==> src/rtl/mem_stage_if.sv <==
// Bus bundle between execute, the Y86 memory stage, data memory and writeback.
// The slave modport is the memory stage's view. The master modport is the surrounding pipeline and memory.
`ifndef BYTE
`define BYTE [7:0]
`endif
`ifndef WORD
`define WORD [31:0]
`endif

interface mem_stage_if;
    logic         in_valid;
    logic         in_ready;
    logic `BYTE   icode_i;
    logic `WORD   valA_i;
    logic `WORD   valE_i;
    logic         dmem_req;
    logic         dmem_we;
    logic `WORD   dmem_addr;
    logic `WORD   dmem_wdata;
    logic         dmem_ack;
    logic `WORD   dmem_rdata;
    logic         out_valid;
    logic `BYTE   icode_o;
    logic `WORD   valE_o;
    logic `WORD   valM_o;
    logic         err_o;

    modport slave (
        input  in_valid, icode_i, valA_i, valE_i, dmem_ack, dmem_rdata,
        output in_ready, dmem_req, dmem_we, dmem_addr, dmem_wdata,
               out_valid, icode_o, valE_o, valM_o, err_o
    );

    modport master (
        output in_valid, icode_i, valA_i, valE_i, dmem_ack, dmem_rdata,
        input  in_ready, dmem_req, dmem_we, dmem_addr, dmem_wdata,
               out_valid, icode_o, valE_o, valM_o, err_o
    );
endinterface

==> src/rtl/mem_stage.sv <==
// Y86 memory stage: performs at most one data-memory access per instruction and emits one beat to writeback.
// Define MEM_TIMEOUT_EN to abort an access after TIMEOUT cycles without an ack.
`ifndef BYTE
`define BYTE [7:0]
`endif
`ifndef WORD
`define WORD [31:0]
`endif

module mem_stage #(
    parameter int TIMEOUT = 16
) (
    input  logic       clk,
    input  logic       rst,
    mem_stage_if.slave bus
);

    localparam logic [0:0] S_IDLE   = 1'b0;
    localparam logic [0:0] S_ACCESS = 1'b1;

    localparam logic [7:0] I_RMMOVL = 8'h4;
    localparam logic [7:0] I_MRMOVL = 8'h5;
    localparam logic [7:0] I_CALL   = 8'h8;
    localparam logic [7:0] I_RET    = 8'h9;
    localparam logic [7:0] I_PUSHL  = 8'hA;
    localparam logic [7:0] I_POPL   = 8'hB;

    logic [0:0]  r_state;
    logic        r_req;
    logic        r_we;
    logic `WORD  r_addr;
    logic `WORD  r_wdata;
    logic        r_isRead;
    logic `BYTE  r_pendIcode;
    logic `WORD  r_pendValE;
    logic        r_outValid;
    logic `BYTE  r_icodeOut;
    logic `WORD  r_valEOut;
    logic `WORD  r_valMOut;

    logic        w_accept;
    logic        w_read;
    logic        w_write;
    logic `WORD  w_addr;
    logic        w_ack;
    logic        w_timeout;

    assign w_accept = bus.in_valid && (r_state == S_IDLE);
    assign w_ack    = (r_state == S_ACCESS) && bus.dmem_ack;

    // Stack pops and returns read through the old stack pointer, which upstream routes on valA.
    always_comb begin
        w_read  = 1'b0;
        w_write = 1'b0;
        w_addr  = bus.valE_i;
        case (bus.icode_i)
            I_RMMOVL, I_PUSHL, I_CALL: w_write = 1'b1;
            I_MRMOVL:                  w_read  = 1'b1;
            I_POPL, I_RET: begin
                w_read = 1'b1;
                w_addr = bus.valA_i;
            end
            default: ;
        endcase
    end

`ifdef MEM_TIMEOUT_EN
    localparam int CNT_W = (TIMEOUT > 1) ? $clog2(TIMEOUT) : 1;

    logic [CNT_W-1:0] r_cnt;
    logic             r_err;

    assign w_timeout = (r_state == S_ACCESS) && !bus.dmem_ack
                       && (r_cnt == CNT_W'(TIMEOUT - 1));

    always_ff @(posedge clk or posedge rst) begin
        if (rst) begin
            r_cnt <= '0;
            r_err <= 1'b0;
        end else begin
            if (w_accept) begin
                r_cnt <= '0;
            end else if (r_state == S_ACCESS && !bus.dmem_ack) begin
                r_cnt <= r_cnt + 1'b1;
            end
            if (w_accept && !(w_read || w_write)) begin
                r_err <= 1'b0;
            end else if (w_ack) begin
                r_err <= 1'b0;
            end else if (w_timeout) begin
                r_err <= 1'b1;
            end
        end
    end

    assign bus.err_o = r_err;
`else
    localparam int unusedTimeout = TIMEOUT;

    assign w_timeout = 1'b0;
    assign bus.err_o = 1'b0;
`endif

    always_ff @(posedge clk or posedge rst) begin
        if (rst) begin
            r_state     <= S_IDLE;
            r_req       <= 1'b0;
            r_we        <= 1'b0;
            r_addr      <= '0;
            r_wdata     <= '0;
            r_isRead    <= 1'b0;
            r_pendIcode <= '0;
            r_pendValE  <= '0;
            r_outValid  <= 1'b0;
            r_icodeOut  <= '0;
            r_valEOut   <= '0;
            r_valMOut   <= '0;
        end else begin
            r_outValid <= 1'b0;
            case (r_state)
                S_IDLE: begin
                    if (w_accept) begin
                        if (w_read || w_write) begin
                            r_state     <= S_ACCESS;
                            r_req       <= 1'b1;
                            r_we        <= w_write;
                            r_addr      <= w_addr;
                            r_wdata     <= bus.valA_i;
                            r_isRead    <= w_read;
                            r_pendIcode <= bus.icode_i;
                            r_pendValE  <= bus.valE_i;
                        end else begin
                            r_outValid <= 1'b1;
                            r_icodeOut <= bus.icode_i;
                            r_valEOut  <= bus.valE_i;
                            r_valMOut  <= '0;
                        end
                    end
                end
                default: begin
                    // An ack in the final watchdog cycle still completes the access normally.
                    if (w_ack || w_timeout) begin
                        r_state    <= S_IDLE;
                        r_req      <= 1'b0;
                        r_outValid <= 1'b1;
                        r_icodeOut <= r_pendIcode;
                        r_valEOut  <= r_pendValE;
                        r_valMOut  <= (w_ack && r_isRead) ? bus.dmem_rdata : '0;
                    end
                end
            endcase
        end
    end

    assign bus.in_ready   = (r_state == S_IDLE);
    assign bus.dmem_req   = r_req;
    assign bus.dmem_we    = r_we;
    assign bus.dmem_addr  = r_addr;
    assign bus.dmem_wdata = r_wdata;
    assign bus.out_valid  = r_outValid;
    assign bus.icode_o    = r_icodeOut;
    assign bus.valE_o     = r_valEOut;
    assign bus.valM_o     = r_valMOut;

endmodule
==> src/flat_wrapper.sv <==
// flat-port wrapper written by rule: the top's interface ports become plain ports
module mem_stage_flat 
#(
    parameter int TIMEOUT = 16
)
  (clk, rst, bus_in_valid, bus_icode_i, bus_valA_i, bus_valE_i, bus_dmem_ack, bus_dmem_rdata, bus_in_ready, bus_dmem_req, bus_dmem_we, bus_dmem_addr, bus_dmem_wdata, bus_out_valid, bus_icode_o, bus_valE_o, bus_valM_o, bus_err_o);
  mem_stage_if bus_i ();
  input  logic clk;
  input  logic rst;
  input wire logic [$bits(bus_i.in_valid)-1:0] bus_in_valid;
  input wire logic [$bits(bus_i.icode_i)-1:0] bus_icode_i;
  input wire logic [$bits(bus_i.valA_i)-1:0] bus_valA_i;
  input wire logic [$bits(bus_i.valE_i)-1:0] bus_valE_i;
  input wire logic [$bits(bus_i.dmem_ack)-1:0] bus_dmem_ack;
  input wire logic [$bits(bus_i.dmem_rdata)-1:0] bus_dmem_rdata;
  output wire logic [$bits(bus_i.in_ready)-1:0] bus_in_ready;
  output wire logic [$bits(bus_i.dmem_req)-1:0] bus_dmem_req;
  output wire logic [$bits(bus_i.dmem_we)-1:0] bus_dmem_we;
  output wire logic [$bits(bus_i.dmem_addr)-1:0] bus_dmem_addr;
  output wire logic [$bits(bus_i.dmem_wdata)-1:0] bus_dmem_wdata;
  output wire logic [$bits(bus_i.out_valid)-1:0] bus_out_valid;
  output wire logic [$bits(bus_i.icode_o)-1:0] bus_icode_o;
  output wire logic [$bits(bus_i.valE_o)-1:0] bus_valE_o;
  output wire logic [$bits(bus_i.valM_o)-1:0] bus_valM_o;
  output wire logic [$bits(bus_i.err_o)-1:0] bus_err_o;
  assign bus_i.in_valid = bus_in_valid;
  assign bus_i.icode_i = bus_icode_i;
  assign bus_i.valA_i = bus_valA_i;
  assign bus_i.valE_i = bus_valE_i;
  assign bus_i.dmem_ack = bus_dmem_ack;
  assign bus_i.dmem_rdata = bus_dmem_rdata;
  assign bus_in_ready = bus_i.in_ready;
  assign bus_dmem_req = bus_i.dmem_req;
  assign bus_dmem_we = bus_i.dmem_we;
  assign bus_dmem_addr = bus_i.dmem_addr;
  assign bus_dmem_wdata = bus_i.dmem_wdata;
  assign bus_out_valid = bus_i.out_valid;
  assign bus_icode_o = bus_i.icode_o;
  assign bus_valE_o = bus_i.valE_o;
  assign bus_valM_o = bus_i.valM_o;
  assign bus_err_o = bus_i.err_o;
  mem_stage #(.TIMEOUT(TIMEOUT)) u_core (.clk(clk), .rst(rst), .bus(bus_i));
endmodule
==> config.mk <==
export PLATFORM = sky130hd
export DESIGN_NAME = mem_stage_flat
export DESIGN_NICKNAME = d
export VERILOG_FILES = /design/src/rtl/mem_stage_if.sv /design/src/rtl/mem_stage.sv /design/src/flat_wrapper.sv
export SDC_FILE = /design/constraint.sdc
export NUM_CORES = 1
export LEC_CHECK = 0
export BUFFER_PORTS_ARGS = -buffer_cell sky130_fd_sc_hd__buf_2
export CORE_MARGIN = 2
export CORE_UTILIZATION = 45
export DETAILED_ROUTE_END_ITERATION = 12
export HOLD_SLACK_MARGIN = 0.12
export PLACE_DENSITY = 0.82
export SLEW_MARGIN = 10
export SYNTH_ARGS = -nofsm -noshare
export SYNTH_HDL_FRONTEND = slang
export SYNTH_SLANG_ARGS = --single-unit
export TNS_END_PERCENT = 30
==> constraint.sdc <==
create_clock -name clk -period 5.4 [get_ports clk]
set_input_delay 0.81 -clock clk [delete_from_list [all_inputs] [get_ports clk]]
set_output_delay 0.81 -clock clk [all_outputs]
set_load 0.01 [all_outputs]
==> results.json <==
{
  "fin_worst_skew_ns": 0.007257,
  "synthCells": 518,
  "ios": 249,
  "grt_pass1_vias": 5106,
  "firstDrtPassIters": 4,
  "post_cts_buffers": 0,
  "relSlewSlack_pct": 22.42,
  "rows": 47,
  "crit_path_start_kind": "flop",
  "die_x_um": 133.9,
  "fin_util_pct": 57.53,
  "hold_viol_final": 0,
  "peakVddDrop_uv": 219.8,
  "cts.path.max_buffers": 2,
  "end_kind": "flop",
  "max_freq_ghz": 0.3147,
  "synth_area_um2": 7599,
  "grt_start_max_net_pins": 74,
  "total_power_w": 0.003278,
  "tns_ns": 0,
  "dp.cells": 956,
  "critical_path_class": "reg -> reg",
  "root_buffer": "clkbuf_16",
  "power_density_nw_per_um2": 344.8,
  "ys_types": 23,
  "crit_arrival_ns": 3.48,
  "maxCapViolations": 0,
  "critPathSlowestCell": "dfrtp_2",
  "h-tree-depth": 4,
  "tightest_slew_ns": 1.164,
  "grt_pass1_wl_um": 26580,
  "final_cell_mix": "buf_2 (247), dfrtp_1 (180), mux2_2 (73)",
  "route.detailed.drc": 0,
  "cts_tree": "done",
  "cts.sinks": 181,
  "max_stage_delay_ns": 1.04,
  "die_y_um": 133.9,
  "finalSetupViolCount": 0,
  "syn-num-nets": 626,
  "antenna_found_initial": 0,
  "clkTransAtPathRegs_ns": 0.07,
  "detail_route.wl_per_cell_um": 16.47,
  "ctsHoldBuffers": 0,
  "synth-seq-area-share_pct": 59.61,
  "layout.nets": 863,
  "synth.top_cells.by_area": "dfrtp_1 (60%), mux2_2 (11%), mux2_4 (7.1%)",
  "crit_fanout": 43,
  "gr-total-overflow": 0,
  "coreArea_um2": 16520,
  "status": "completed",
  "final_common_cell": "buf_2",
  "insertion_delay_ns": 0.42,
  "post-route-period-util_pct": 58.84,
  "cts_resized": 0,
  "port_buffers": 247,
  "syn_avg_cell_area_um2": 14.67,
  "p_leak_nw": 4.902,
  "final_cells": 988,
  "vias": 4989,
  "critical_path_buf_inv_count": 2,
  "path_delay_family": "flip-flops",
  "whs_ns": 0.4231,
  "hp-class": "in -> async",
  "hpwl_um": 11360,
  "vias_per_cell": 5.050,
  "start_util_pct": 45.98,
  "crit_required_ns": 5.70,
  "drtIter0Drc": 234,
  "numCtsBuffers": 17,
  "place_congestion": 0.7370,
  "ys_ff_latch": 181,
  "routed_wirelength_um": 16280,
  "rsz0062_at_grt": "false",
  "synth_area_leader_cell": "dfrtp_1",
  "drtAntennaViolNets": 0,
  "diodes": 0,
  "crit_chain": "inv_1 > nand2_1 > o21a_2 > inv_2 > mux2_1",
  "areaGrowthSynthToFinish_pct": 25.11,
  "die_area_um2": 17940,
  "slew_violations": 0,
  "final_layout_size_suffix_gt1_share_pct": 52.34,
  "track_usage_pct": 18.75,
  "synth.top_cell.area_share_pct": 59.61,
  "final.min_clock_period_ns": 3.177,
  "yosysWarnings": 0
}
[worst min-delay path: cells and delay by family]
family / cells / cell delay [ns]
buffers and inverters: 3 / 0.41
[synth_stat cells]
cell / number
and2_1: 4
mux2_1: 39
nor3b_2: 1
inv_2: 1
o21a_2: 1
mux2_2: 73
conb_1: 1
nor4_4: 1
buf_4: 5
buf_6: 8
buf_2: 9
o2111ai_2: 1
nor2b_1: 1
o21ai_0: 35
dfrtp_1: 181
inv_1: 2
clkbuf_1: 14
a22o_1: 32
nand2_1: 38
o21a_1: 1
mux2i_1: 32
mux2_4: 36
and3_1: 2
[area by class of cell]
class	instances	area, µm²
Inverter	3	15.01
Multi-Input combinational cell	298	2845
Sequential cell	181	4531
Clock buffer	18	429.2
Fill cell	1314	7018
Tap cell	220	275.3
Timing Repair Buffer	254	1289
Clock inverter	14	122.6
[registers in the layout, summed over array words and instances, names as in the netlist]
signal	cells
u_core.bus.icode_o	8
u_core.bus.out_valid	1
u_core.r_pendValE	32
u_core.bus.dmem_we	1
u_core.r_isRead	1
u_core.bus.valE_o	32
u_core.r_pendIcode	8
u_core.bus.dmem_addr	32
u_core.bus.valM_o	32
u_core.bus.dmem_req	1
u_core.bus.dmem_wdata	32
u_core.r_state	1
[worst paths after layout]
| kind | from | endpoint | slack (ns) | cells after the start |
|---|---|---|---|---|
| worst min register to register | u_core.bus.dmem_addr[2] | u_core.bus.dmem_addr[2] | 0.48 | 2 |
| min in group clk | u_core.bus.dmem_addr[2] | u_core.bus.dmem_addr[2] | 0.48 | 2 |
| worst min-delay path | rst | u_core.bus.valM_o[30] | 0.42 | 3 |
| max in group asynchronous | rst | u_core.bus.dmem_addr[18] | 3.81 | 4 |
| worst max-delay path | u_core.r_state | u_core.bus.valE_o[3] | 2.22 | 5 |
| worst max register to register | u_core.r_state | u_core.bus.valE_o[3] | 2.22 | 5 |
[kinds of logic (layout without fill, tap and decap cells)]
family | Yosys count | in the layout | synth area share, %
compound gates | 70 | 70 | 6.405
buf+inv | 39 | 289 | 3.112
flops | 181 | 181 | 59.61
other cells | 1 | 1 | 0.04935
mux | 180 | 180 | 27.93
simple gates | 47 | 47 | 2.898
[routing by layer]
metal | part of all wire [%] | global-route usage (%)
met5 | 0 | 0
met4 | 1.6 | 6.501
met3 | 6.7 | 4.346
met2 | 47 | 30.26
met1 | 44 | 25.08
[power breakdown]
group	internal [W]	leakage (nW)	switching (W)
logic	0.000262	2.29	0.000246
clock network	0.000604	0.263	0.000554
registers	0.00153	2.35	0.0000867
total	0.00239	4.90	0.000887
[through the flow]
step	area [µm²]	setup WS (ns)
6_report	9507	2.223
5_1_grt	9507	1.872
4_1_cts	9507	2.121
3_5_place_dp	8955	2.061
3_3_place_gp	8955	2.118
2_1_floorplan	7602	2.267
No activity file was read; power rests on OpenSTA's default activity.
